===== src/rtl/ws2812_bus_if_pkg.sv =====
// ws2812_bus_if_pkg: shared definitions for the ws2812 iomem slave.
//   - register word offsets (addr[10:2]), refresh FSM states, colour struct,
//     and the GRB wire-order packing helper.
package ws2812_bus_if_pkg;
   // Word indices within addr[10:2]; LED n lives at word n (bit 8 clear).
   localparam logic [8:0] BRIGHT_WIDX = 9'h100;
   localparam logic [8:0] STATUS_WIDX = 9'h101;
   localparam logic [7:0] BRIGHT_RST  = 8'hFF;

   typedef enum logic {ST_IDLE, ST_SWEEP} state_e;

   // Same bit layout as the register: {R,G,B} in [23:0].
   typedef struct packed {
      logic [7:0] r;
      logic [7:0] g;
      logic [7:0] b;
   } rgb_t;

   function automatic logic [23:0] grb_pack(rgb_t c);
      return {c.g, c.r, c.b};
   endfunction
endpackage


===== src/rtl/ws2812_bus_if_if.sv =====
// ws2812_bus_if_if: PicoSoC iomem bus bundle.
//   master drives valid/wstrb/addr/wdata; slave returns ready/rdata.
interface ws2812_bus_if_if;
   logic        iomem_valid;
   logic        iomem_ready;
   logic [3:0]  iomem_wstrb;
   logic [31:0] iomem_addr;
   logic [31:0] iomem_wdata;
   logic [31:0] iomem_rdata;

   modport master (output iomem_valid, iomem_wstrb, iomem_addr, iomem_wdata,
                   input  iomem_ready, iomem_rdata);
   modport slave  (input  iomem_valid, iomem_wstrb, iomem_addr, iomem_wdata,
                   output iomem_ready, iomem_rdata);
endinterface


===== src/rtl/ws2812_bus_if_scale.sv =====
// ws2812_scale: combinational brightness scaler for one 8-bit channel.
//   chan_o = (chan_i * (bright_i + 1)) >> 8, so bright 0xFF is identity.
//   chan_i, bright_i in; chan_o out.
module ws2812_scale (
   input  logic [7:0] chan_i,
   input  logic [7:0] bright_i,
   output logic [7:0] chan_o
);
   // Product peaks at 255*256 = 0xFF00, so 16 bits never overflow.
   assign chan_o = 8'((16'(chan_i) * (16'(bright_i) + 16'd1)) >> 8);
endmodule


===== src/rtl/ws2812_bus_if.sv =====
// ws2812_bus_if: iomem slave owning the LED colour map for the ws2812 driver.
//   clk, reset (sync, active-high); bus: iomem slave modport;
//   led_num/led_rgb/led_write: single-cycle scaled GRB write pulses to driver.
//   Bus LED writes and brightness refresh sweeps share a 2-stage pipe:
//   p1 holds {idx, raw RGB}, p2 (output flops) holds the scaled GRB word.
module ws2812_bus_if
   import ws2812_bus_if_pkg::*;
#(
   parameter int NUM_LEDS = 8
) (
   input  logic         clk,
   input  logic         reset,
   ws2812_bus_if_if.slave bus,
   output logic [7:0]   led_num,
   output logic [23:0]  led_rgb,
   output logic         led_write
);
   localparam int IDX_W = (NUM_LEDS > 1) ? $clog2(NUM_LEDS) : 1;

   state_e           state_q, state_d;
   logic [IDX_W-1:0] sweep_idx_q, sweep_idx_d;
   rgb_t             shadow_q [NUM_LEDS];
   rgb_t             shadow_d [NUM_LEDS];
   logic [7:0]       bright_q, bright_d;
   logic             ready_q, ready_d;
   logic [31:0]      rdata_q, rdata_d;
   logic [2:1]       vld_pipe_q, vld_pipe_d;   // [1]=p1 valid, [2]=p2 valid (led_write)
   logic [7:0]       p1_idx_q, p1_idx_d;
   rgb_t             p1_rgb_q, p1_rgb_d;
   logic [7:0]       led_num_q, led_num_d;
   logic [23:0]      led_rgb_q, led_rgb_d;

   // Address decode and handshake qualification
   logic [8:0]       widx;
   logic [IDX_W-1:0] led_idx;
   logic             is_led, is_wr, busy, acc;
   logic [23:0]      cur_rgb, merged_rgb;

   assign widx    = bus.iomem_addr[10:2];
   assign led_idx = widx[IDX_W-1:0];
   assign is_led  = !widx[8] && ({1'b0, widx[7:0]} < 9'(NUM_LEDS));
   assign is_wr   = |bus.iomem_wstrb;
   assign busy    = (state_q == ST_SWEEP) || (|vld_pipe_q);
   // Reads go through while busy; writes wait so a sweep never races a bus write.
   assign acc     = bus.iomem_valid && !ready_q && !(is_wr && busy);
   assign cur_rgb = shadow_q[led_idx];

   always_comb begin
      merged_rgb = cur_rgb;
      for (int k = 0; k < 3; k++)
         if (bus.iomem_wstrb[k]) merged_rgb[8*k +: 8] = bus.iomem_wdata[8*k +: 8];
   end

   logic unused_ok;
   assign unused_ok = ^{bus.iomem_addr[31:11], bus.iomem_addr[1:0], bus.iomem_wdata[31:24]};

   // p2 scaling, one scaler per channel; bright_q is already the post-write value
   logic [2:0][7:0] raw_ch, scl_ch;
   assign raw_ch = p1_rgb_q;
   for (genvar c = 0; c < 3; c++) begin : g_scale
      ws2812_scale u_scale (.chan_i(raw_ch[c]), .bright_i(bright_q), .chan_o(scl_ch[c]));
   end

   always_comb begin
      state_d     = state_q;
      sweep_idx_d = sweep_idx_q;
      shadow_d    = shadow_q;
      bright_d    = bright_q;
      ready_d     = acc;
      rdata_d     = '0;
      vld_pipe_d  = {vld_pipe_q[1], 1'b0};
      p1_idx_d    = p1_idx_q;
      p1_rgb_d    = p1_rgb_q;
      led_num_d   = led_num_q;
      led_rgb_d   = led_rgb_q;

      if (vld_pipe_q[1]) begin
         led_num_d = p1_idx_q;
         led_rgb_d = grb_pack(rgb_t'(scl_ch));
      end

      // Sweep feeds idx 1..N-1; idx 0 was loaded by the BRIGHT write itself so
      // pulses start two cycles after that write is accepted.
      if (state_q == ST_SWEEP) begin
         vld_pipe_d[1] = 1'b1;
         p1_idx_d      = 8'(sweep_idx_q);
         p1_rgb_d      = shadow_q[sweep_idx_q];
         sweep_idx_d   = sweep_idx_q + IDX_W'(1);
         if (sweep_idx_q == IDX_W'(NUM_LEDS - 1)) state_d = ST_IDLE;
      end

      if (acc) begin
         if (is_wr) begin
            if (is_led) begin
               shadow_d[led_idx] = rgb_t'(merged_rgb);
               vld_pipe_d[1]     = 1'b1;
               p1_idx_d          = widx[7:0];
               p1_rgb_d          = rgb_t'(merged_rgb);
            end else if (widx == BRIGHT_WIDX) begin
               if (bus.iomem_wstrb[0]) bright_d = bus.iomem_wdata[7:0];
               vld_pipe_d[1] = 1'b1;
               p1_idx_d      = 8'd0;
               p1_rgb_d      = shadow_q[0];
               sweep_idx_d   = IDX_W'(1);
               state_d       = (NUM_LEDS > 1) ? ST_SWEEP : ST_IDLE;
            end
         end else begin
            if (is_led)                    rdata_d = {8'h0, cur_rgb};
            else if (widx == BRIGHT_WIDX)  rdata_d = {24'h0, bright_q};
            else if (widx == STATUS_WIDX)  rdata_d = {31'h0, busy};
         end
      end
   end

   always_ff @(posedge clk) begin
      if (reset) begin
         state_q     <= ST_IDLE;
         sweep_idx_q <= '0;
         shadow_q    <= '{default: '0};
         bright_q    <= BRIGHT_RST;
         ready_q     <= 1'b0;
         rdata_q     <= '0;
         vld_pipe_q  <= '0;
         p1_idx_q    <= '0;
         p1_rgb_q    <= '0;
         led_num_q   <= '0;
         led_rgb_q   <= '0;
      end else begin
         state_q     <= state_d;
         sweep_idx_q <= sweep_idx_d;
         shadow_q    <= shadow_d;
         bright_q    <= bright_d;
         ready_q     <= ready_d;
         rdata_q     <= rdata_d;
         vld_pipe_q  <= vld_pipe_d;
         p1_idx_q    <= p1_idx_d;
         p1_rgb_q    <= p1_rgb_d;
         led_num_q   <= led_num_d;
         led_rgb_q   <= led_rgb_d;
      end
   end

   assign bus.iomem_ready = ready_q;
   assign bus.iomem_rdata = rdata_q;
   assign led_write       = vld_pipe_q[2];
   assign led_num         = led_num_q;
   assign led_rgb         = led_rgb_q;
endmodule


===== src/flat_wrapper.sv =====
// flat-port wrapper written by rule: the top's interface ports become plain ports
module ws2812_bus_if_flat import ws2812_bus_if_pkg::*;
#(
   parameter int NUM_LEDS = 8
)
  (clk, reset, led_num, led_rgb, led_write, bus_iomem_valid, bus_iomem_wstrb, bus_iomem_addr, bus_iomem_wdata, bus_iomem_ready, bus_iomem_rdata);
  ws2812_bus_if_if bus_i ();
  input  logic clk;
  input  logic reset;
  output logic [7:0] led_num;
  output logic [23:0] led_rgb;
  output logic led_write;
  input wire logic [$bits(bus_i.iomem_valid)-1:0] bus_iomem_valid;
  input wire logic [$bits(bus_i.iomem_wstrb)-1:0] bus_iomem_wstrb;
  input wire logic [$bits(bus_i.iomem_addr)-1:0] bus_iomem_addr;
  input wire logic [$bits(bus_i.iomem_wdata)-1:0] bus_iomem_wdata;
  output wire logic [$bits(bus_i.iomem_ready)-1:0] bus_iomem_ready;
  output wire logic [$bits(bus_i.iomem_rdata)-1:0] bus_iomem_rdata;
  assign bus_i.iomem_valid = bus_iomem_valid;
  assign bus_i.iomem_wstrb = bus_iomem_wstrb;
  assign bus_i.iomem_addr = bus_iomem_addr;
  assign bus_i.iomem_wdata = bus_iomem_wdata;
  assign bus_iomem_ready = bus_i.iomem_ready;
  assign bus_iomem_rdata = bus_i.iomem_rdata;
  ws2812_bus_if #(.NUM_LEDS(NUM_LEDS)) u_core (.clk(clk), .reset(reset), .bus(bus_i), .led_num(led_num), .led_rgb(led_rgb), .led_write(led_write));
endmodule

===== config.mk =====
export PLATFORM = sky130hd
export DESIGN_NAME = ws2812_bus_if_flat
export DESIGN_NICKNAME = d
export VERILOG_FILES = /design/src/rtl/ws2812_bus_if_pkg.sv /design/src/rtl/ws2812_bus_if_if.sv /design/src/rtl/ws2812_bus_if_scale.sv /design/src/rtl/ws2812_bus_if.sv /design/src/flat_wrapper.sv
export SDC_FILE = /design/constraint.sdc
export NUM_CORES = 1
export LEC_CHECK = 0
export ABC_AREA = 1
export CAP_MARGIN = 10
export CORE_UTILIZATION = 60
export CTS_CLUSTER_SIZE = 8
export DETAILED_ROUTE_END_ITERATION = 8
export PLACE_DENSITY_LB_ADDON = 0.2
export RECOVER_POWER = 100
export SETUP_SLACK_MARGIN = 0.1
export SLEW_MARGIN = 20
export SYNTH_ARGS = -nofsm -noshare
export SYNTH_HDL_FRONTEND = slang
export SYNTH_SLANG_ARGS = --single-unit
export TNS_END_PERCENT = 20

===== constraint.sdc =====
create_clock -name clk -period 14.9 [get_ports clk]
set_clock_uncertainty 0.2 [all_clocks]
set_input_delay 1.49 -clock clk [delete_from_list [all_inputs] [get_ports clk]]
set_output_delay 1.49 -clock clk [all_outputs]
set_load 0.02 [all_outputs]

### After elaboration in Yosys (flattened, before gate mapping)

Cells that the tools add are included.

| storage, ports and cells | value |
|---|---|
| bits of input ports | 71 |
| logic and storage cells | 109 |
| flip-flop bits (word level) | 303 |
| output and inout bits | 66 |

| cells by class | value |
|---|---|
| multipliers | 3 |
| eq/ne operators | 3 |
| $add $sub $neg | 2 |
| order comparisons | 4 |
| multiplexer cells | 41 |
| reductions and logical operators | 15 |
| bitwise operators | 4 |

Operator list:

| cell | count |
|---|---|
| 24-bit two-way mux | 12 |
| 192-bit bitwise mux | 1 |
| 24-bit binary-select mux with 3-bit select | 2 |
| 24-bit demux with 3-bit select | 1 |
| 8-bit two-way mux | 8 |
| 8-bit by 16-bit multiplier with 16-bit output | 3 |
| 9-bit equality test (second input constant) | 2 |
| 3-bit two-way mux | 5 |
| 1-bit two-way mux | 12 |
| 8-bit by 1-bit adder with 9-bit output (second input constant) | 1 |
| 4-bit greater-or-equal comparator (second input constant) | 2 |
| 8-bit by 4-bit less-than comparator with 1-bit output (second input constant) | 1 |
| 3-bit inverter with 4-bit output | 2 |
| 8-bit OR reduction | 1 |
| 6-bit OR reduction | 1 |
| 1-bit logical AND | 5 |
| 5-bit AND reduction | 1 |
| 4-bit by 1-bit less-than comparator with 1-bit output (second input constant) | 1 |
| 4-bit OR reduction | 1 |
| 3-bit by 1-bit adder with 3-bit output (second input constant) | 1 |
| 3-bit equality test (second input constant) | 1 |
| 1-bit logical NOT | 3 |
| 3-bit AND reduction | 1 |
| 1-bit inverter | 2 |
| other kinds (2) | 2 |

### Longest topological paths before layout

Gate-level depths: netlist of run 1.

| depth | value |
|---|---|
| depth in word-level cells | 9 |
| gate-level depth with buffers | 28 |
| depth with buffers taken out | 28 |

### Hierarchy

A second synthesis of run 1 with hierarchy kept.

| unflattened totals | value |
|---|---|
| cell total of the unflattened synthesis | 3476 |
| area, all modules | 22069.9 um2 |

Modules (own cells, without submodules):

| module | cells each | area each (um2) | sequential area each (um2) | times used |
|---|---|---|---|---|
| ws2812_bus_if | 2438 | 14888.0 | 5905.7 | 1 |
| ws2812_scale (u_core.g_scale[1].u_scale ...) | 345 | 2371.0 | 0.0 | 2 |
| ws2812_scale (u_core.g_scale[0].u_scale) | 348 | 2439.8 | 0.0 | 1 |

### Worst setup path after synthesis of run 1

OpenSTA, ideal clock, no wires.

| timing path | value |
|---|---|
| kind | flip-flop to flip-flop |
| start | reg u_core.bright_q[1] |
| end | reg u_core.led_rgb_q[21] (netlist: u_core.led_rgb[21]) |
| path slack | 9.906 ns |
| required time | 14.591 ns |
| arrival | 4.685 ns |
| stages on the path, launching flop included | 27 |
| period minus slack after synthesis | 4.994 ns |
| path buffers | 1 |
| library setup time | 0.109 ns |
| cells stage by stage | dfxtp_1 > ha_1 > nand2_1 > nor2_1 > inv_2 > nor2_1 > xor2_2 > inv_1 > buf_2 > nor2_1 > fa_1 > fa_1 > fa_1 > inv_1 > fa_1 > inv_1 > ha_1 > nand2_1 > inv_1 > a21oi_1 > nand2_1 > nand2_1 > nand2_1 > nand2_1 > nand3_1 > nand2_1 > inv_1 |

| on the way | value |
|---|---|
| word-level cells in the longest chain between the ends | 2 |

Ends and longest elaborated chain:

| element | RTL line | text |
|---|---|---|
| from (decl) | ws2812_bus_if.sv:24 | `logic [7:0] bright_q, bright_d;` |
| from (signal assigned) | ws2812_bus_if.sv:132 | `bright_q <= bright_d;` |
| 8-bit by 1-bit adder with 9-bit output | ws2812_bus_if_scale.sv:10 | `assign chan_o = 8'((16'(chan_i) * (16'(bright_i) + 16'd1)) >> 8);` |
| 8-bit by 16-bit multiplier with 16-bit output | ws2812_bus_if_scale.sv:10 |  |
| to (signal assigned) | ws2812_bus_if.sv:139 | `led_rgb_q <= led_rgb_d;` |
| to (decl) | ws2812_bus_if.sv:31 | `logic [23:0] led_rgb_q, led_rgb_d;` |

No other way between the ends.
A chain may end at the register's enable or synchronous reset.

==> impl_metrics.env, run 1 <==
export IMPL_synthesis_area_sq_mm=0.02249
export IMPL_overflow=0
export IMPL_synth_largest_area_cell="dfxtp_1"
export IMPL_clkTransAtPathRegs_ns=0.05
export IMPL_ys_ff_latch=295
export IMPL_grt_usage=0.3677
export IMPL_die_x_um=195.6
export IMPL_p_leak_nw=11.33
export IMPL_synth_flop_cell="dfxtp_1"
export IMPL_async_flop_share=0
export IMPL_violations="max-capacitance violations, max-slew violations"
export IMPL_start_util=0.6114
export IMPL_drc_errors=0
export IMPL_min_period_ns=9.789
export IMPL_outcome="finished with violations"
export IMPL_slew_headroom=-1.688
export IMPL_synth_top_area_frac=0.2626
export IMPL_core_area_sq_mm=0.03679
export IMPL_power_mw=1.850
export IMPL_ys_top_cells_by_area="dfxtp_1 (26%), nand2_1 (17%), fa_1 (11%)"
export IMPL_min_path_cells=2
export IMPL_endpoint_kind="register"
export IMPL_synth_most_common_cell="nand2_1"
export IMPL_dpl_hpwl_mm=44.25
export IMPL_rsz0062_at_grt="false"
export IMPL_crit_type="input pin to register"
export IMPL_worstRegToRegCells=26
export IMPL_insertedDiodeCount=0
export IMPL_grt_max_degree=95
export IMPL_rows=70
export IMPL_hold_buffers=0
export IMPL_syn_inst=3400
export IMPL_ant_nets=0
export IMPL_final_util=0.6610
export IMPL_drive_gt1_frac=0.04485
export IMPL_cts_resized=0
export IMPL_clock_sinks=295
export IMPL_wl_met3_mm=8.364
export IMPL_worst_pin_slew_ns=4.032
export IMPL_r2r_start="u_core.bright_q[0]$_SDFFE_PP1P_"
export IMPL_hold_end="u_core.p1_idx_q[7]$_SDFF_PP0_"
export IMPL_p_per_area_mw_per_mm2=76.09
export IMPL_die_y_um=195.6
export IMPL_wl_per_cell_um=18.21
export IMPL_cts_tree="built"
export IMPL_ys_types=45
export IMPL_maxSlewViolCount=446
export IMPL_place_congestion=0.9201
export IMPL_nets=3651
export IMPL_synth_edf_count=0
export IMPL_vias=22570
export IMPL_min_from="u_core.p1_idx_q[7]$_SDFF_PP0_"
export IMPL_dpl_worst_slack_ns=8.820
export IMPL_ys_seq_area_frac=0.2626
export IMPL_final_setup_worst_slack_ns=5.111
export IMPL_postRouteWirelength_mm=69.82
export IMPL_htreeDepth=2
export IMPL_port_buffers=97
export IMPL_cts_buffers=43
export IMPL_worst_ep_arrival_time_ns=10.03
export IMPL_setup_tns_final_ns=0
export IMPL_ioPinCount=137
export IMPL_dr_first_iter_drc_count=2612
export IMPL_drt_met1_wl_mm=26.83
export IMPL_period_share=0.6570
export IMPL_grt_pass1_wl_mm=111.1
export IMPL_yosysWarningCount=0
export IMPL_syn_avg_cell_area_sq_um=6.615
export IMPL_die_area_sq_mm=0.03826
export IMPL_regToRegSetupSlack_ns=7.52
export IMPL_critical_path_required_ns=15.15
export IMPL_path_max_fanout=94
export IMPL_cts_root_buf="clkbuf_16"
export IMPL_wl_met2_mm=31.38
export IMPL_cap_viol_max_count=8
export IMPL_ir_worst_vdd_mv=0.08453
export IMPL_top_layer_used="met5"
export IMPL_final_setup_viol_count=0
export IMPL_antenna_found_initial=1
export IMPL_grt_pass1_vias=21477
export IMPL_reg2reg_to="u_core.led_rgb[11]$_SDFFE_PP0P_"
export IMPL_hold_class="register to register"
export IMPL_cts_buffer_depth=3
export IMPL_clk_latency_ns=0.58
export IMPL_viasPerCell=5.885
export IMPL_syn_to_final_growth_pct=8.100
export IMPL_hold_slack_ns=0.2536
export IMPL_hold_viol_final=0
export IMPL_fmax_mhz=102.2
export IMPL_post_cts_buffers=0
export IMPL_synthTopCellsByCount="nand2_1 (992), inv_1 (418), dfxtp_1 (295)"
export IMPL_dr_pass1_iters=7
export IMPL_startpoint_type="input pin"
[power by group]
group          switching, mW  internal (mW)  total [mW]
registers             0.0123          0.796       0.808
logic                  0.117         0.0450       0.162
clock network          0.366          0.514       0.880
total                  0.495           1.36        1.85
[per-stage QoR]
step / instances / area, sq um
2_1_floorplan: 3407 / 22520
3_3_place_gp: 3781 / 23200
3_5_place_dp: 3784 / 23270
4_1_cts: 3835 / 24420
5_1_grt: 3835 / 24310
6_report: 3835 / 24310
[layout by cell type (no fill, tap or decap), drive strengths merged, types with 8 or more instances in the layout]
master and n:
clkdlybuf4s50 36, nand4 26, clkbuf 54, o21ai 278, fa 120, or2 25
xor2 10, buf 21, nand3 236, a21oi 288, nand2 993, ha 99
conb 8, dlygate4sd3 58, dfxtp 295, nor2 285, o211ai 55, inv 432
[per-layer routing]
| layer | track usage | up-vias |
|---|---|---|
| met4 | 0.1922 | 2 |
| met2 | 0.5870 | 1336 |
| met5 | 0 | - |
| met1 | 0.4593 | 10278 |
| met3 | 0.09154 | 292 |
| li1 | - | 10662 |
[registers in the layout, indices dropped and copies added, names as in the netlist]
signal / count
u_core.p1_idx_q: 8
u_core.bus.iomem_ready: 1
u_core.state_q: 1
u_core.shadow_q: 192
u_core.sweep_idx_q: 3
u_core.bus.iomem_rdata: 24
u_core.p1_rgb_q: 24
u_core.led_rgb: 24
u_core.led_num: 8
u_core.bright_q: 8
u_core.vld_pipe_q: 2
[worst max path at each step]
stage | endpoint | from
after detailed placement | u_core.led_rgb[11]$_SDFFE_PP0P_ | u_core.bright_q[0]$_SDFFE_PP1P_
after global routing | u_core.p1_rgb_q[11]$_SDFF_PP0_ | reset
after floorplan | u_core.led_rgb[21]$_SDFFE_PP0P_ | u_core.bright_q[1]$_SDFFE_PP1P_
after CTS | u_core.led_rgb[11]$_SDFFE_PP0P_ | u_core.bright_q[0]$_SDFFE_PP1P_
after global placement | u_core.led_rgb[6]$_SDFFE_PP0P_ | u_core.bright_q[0]$_SDFFE_PP1P_
final | u_core.shadow_q[139]$_SDFFE_PP0P_ | reset
[area by class of cell]
cell class	count	area [sq um]
multi-input cells	2465	13860
fillers	3269	12470
well taps	468	585.6
flip-flops and latches	295	5912
clock inverters	4	63.81
repair buffers	122	1167
clock buffers	47	1091
inverters	434	1633
[cells by family after synthesis]
logic type | Yosys count | share of synthesized area
adder cells (fa/ha/maj) | 219 | 0.1619
flip-flops | 295 | 0.2626
XOR/XNOR | 16 | 0.006565
AO/OA/AOI/OAI | 638 | 0.1537
AND/OR/NAND/NOR | 1584 | 0.2962
buffers and inverters | 647 | 0.1190
other | 1 | 0.0001667
[critical path, stage by stage]
cell and delay, ns:
clkbuf_1 2.66, clkinvlp_2 3.29, clkbuf_1 1.87, o21ai_0 0.56
a21oi_1 0.07
Note: power is estimated with default switching activity, not from simulation.
==> run 2, diff against run 1 <==
==> constraint.sdc (replaced) <==
create_clock -name clk -period 9.8 [get_ports clk]
set_clock_uncertainty 0.2 [all_clocks]
set_input_delay 0.98 -clock clk [delete_from_list [all_inputs] [get_ports clk]]
set_output_delay 0.98 -clock clk [all_outputs]
set_load 0.02 [all_outputs]
==> impl_metrics.env, run 2 (same netlist as run 1, synthesis figures left out) <==
export IMPL_vias=22902
export IMPL_rows=70
export IMPL_final_area_sq_mm=0.02424
export IMPL_placed_area_sq_mm=0.02324
export IMPL_hold_slack_ns=0.2482
export IMPL_mostFrequentLayoutCells="nand2_1 (993), inv_1 (422), dfxtp_1 (293), nor2_1 (279), o21ai_0 (275)"
export IMPL_top_register="u_core.shadow_q"
export IMPL_endpoint_kind="register"
export IMPL_setup_tns_final_ns=0
export IMPL_insertedDiodeCount=0
export IMPL_drc_errors=0
export IMPL_multi_input_area_sq_mm=0.01385
export IMPL_max_stage_delay_ns=1.68
export IMPL_ioPinCount=137
export IMPL_worst_ep_arrival_time_ns=8.22
export IMPL_ant_nets=0
export IMPL_place_congestion=0.9082
export IMPL_outcome="finished with violations"
export IMPL_endpoint="u_core.shadow_q[75]$_SDFFE_PP0P_"
export IMPL_regToRegSetupSlack_ns=2.41
export IMPL_fmax_mhz=126.0
export IMPL_stdcell_count=3832
export IMPL_min_period_ns=7.938
export IMPL_htreeDepth=2
export IMPL_core_area_sq_mm=0.03679
export IMPL_cts_tree="built"
export IMPL_final_setup_worst_slack_ns=1.862
export IMPL_cts_buffers=43
export IMPL_timing_critical_path_slowest_stage_cell="nor2_1"
export IMPL_dpl_hpwl_mm=44.34
export IMPL_final_seq_area_sq_mm=0.005911
export IMPL_worstRegToRegCells=26
export IMPL_largest_reg_flops=192
export IMPL_ir_worst_vdd_mv=0.1286
export IMPL_path_max_fanout=29
export IMPL_postRouteWirelength_mm=70.62
export IMPL_p_per_area_mw_per_mm2=116.4
export IMPL_dr_pass1_iters=7
export IMPL_dpl_worst_slack_ns=3.742
export IMPL_final_util=0.6590
export IMPL_cts_root_buf="clkbuf_16"
export IMPL_grt_usage=0.3700
export IMPL_min_from="u_core.p1_idx_q[4]$_SDFF_PP0_"
export IMPL_drive_gt1_frac=0.04400
export IMPL_die_area_sq_mm=0.03826
export IMPL_power_mw=2.821
export IMPL_clkTransAtPathRegs_ns=0.05
export IMPL_clk_latency_ns=0.58
export IMPL_port_buffers=97
export IMPL_die_x_um=195.6
export IMPL_cts_buffer_depth=3
export IMPL_overflow=0
export IMPL_crit_chain="dlygate4sd3_1 -> inv_1 -> nand3_1 -> nand3_1 -> nor2_1 -> inv_4 -> nor2_1 -> clkbuf_1 -> o21ai_0 -> a21oi_1"
export IMPL_clock_sinks=295
export IMPL_crit_type="input pin to register"
export IMPL_place_inst=3782
export IMPL_cap_viol_max_count=8
export IMPL_startpoint_type="input pin"
export IMPL_antenna_found_initial=1
export IMPL_slew_headroom=-0.8469
export IMPL_cts_resized=0
export IMPL_hold_class="register to register"
export IMPL_hold_viol_final=0
export IMPL_final_common_cell="nand2_1"
export IMPL_dr_first_iter_drc_count=2601
export IMPL_p_leak_nw=11.29
export IMPL_grt_pass1_wl_mm=112.0
export IMPL_violations="max-capacitance violations, max-slew violations"
export IMPL_critical_path_required_ns=10.09
export IMPL_grt_pass1_vias=21734
export IMPL_reg2reg_to="u_core.led_rgb[5]$_SDFFE_PP0P_"
export IMPL_crit_start="bus_iomem_wstrb[0]"
export IMPL_viasPerCell=5.977
export IMPL_start_util=0.6114
export IMPL_worst_pin_slew_ns=2.770
export IMPL_r2r_start="u_core.bright_q[0]$_SDFFE_PP1P_"
export IMPL_period_share=0.8100
export IMPL_n_fill_cell=3319
export IMPL_final_setup_viol_count=0
export IMPL_syn_to_final_growth_pct=7.783
export IMPL_hold_buffers=0
export IMPL_die_y_um=195.6
export IMPL_maxSlewViolCount=248
export IMPL_rsz0062_at_grt="false"
export IMPL_nets=3649
export IMPL_grt_max_degree=79
export IMPL_post_cts_buffers=0
export IMPL_wl_per_cell_um=18.43
## run 2: changes by cell type in the layout (fill, tap and decap cells not counted), sizes merged
| cell | change |
|---|---|
| clkinvlp | -1 |
| inv | +2 |
| dlygate4sd3 | +1 |
| clkdlybuf4s50 | -1 |
| clkinv | -1 |
| buf | -3 |
## run 2: cell type report
type,instances,area share
Tap cell,468,0.02415
Clock inverter,4,0.002632
Multi-Input combinational cell,2465,0.5712
Inverter,434,0.06741
Timing Repair Buffer,120,0.04552
Clock buffer,46,0.04526
Sequential cell,295,0.2438
## run 2: how the worst min path moves through the flow
stage	to	slack, ns	cells past startpoint
global placement	u_core.p1_idx_q[3]$_SDFF_PP0_	0.23	2
global route	u_core.shadow_q[117]$_SDFFE_PP0P_	0.28	2
CTS	u_core.p1_idx_q[6]$_SDFF_PP0_	0.25	2
detailed placement	u_core.p1_idx_q[6]$_SDFF_PP0_	0.24	2
floorplan	u_core.p1_idx_q[3]$_SDFF_PP0_	0.22	2
finish	u_core.p1_idx_q[4]$_SDFF_PP0_	0.25	2
## run 2: critical path, delay by kind of cell
family / cells / cell delay [ns]
buffers and inverters: 4 / 2.56
AND/OR/NAND/NOR: 4 / 4.28
AO/OA/AOI/OAI: 2 / 0.36
## run 2: report_power, final
group          leakage (nW)  total [mW]  switching (mW)  internal, mW
Clock                 0.566        1.35           0.561         0.787
Sequential             2.38        1.23          0.0183          1.21
Combinational          8.34       0.245           0.177        0.0682
Total                  11.3        2.82           0.756          2.07
## run 2: per-layer routing
layer | routed length, um | up-vias | global-route usage
li1 | - | 10655 | -
met1 | 26980 | 10563 | 0.4649
met2 | 31880 | 1382 | 0.6000
met3 | 8116 | 300 | 0.07271
met4 | 3636 | 2 | 0.1980
met5 | 11 | - | 0
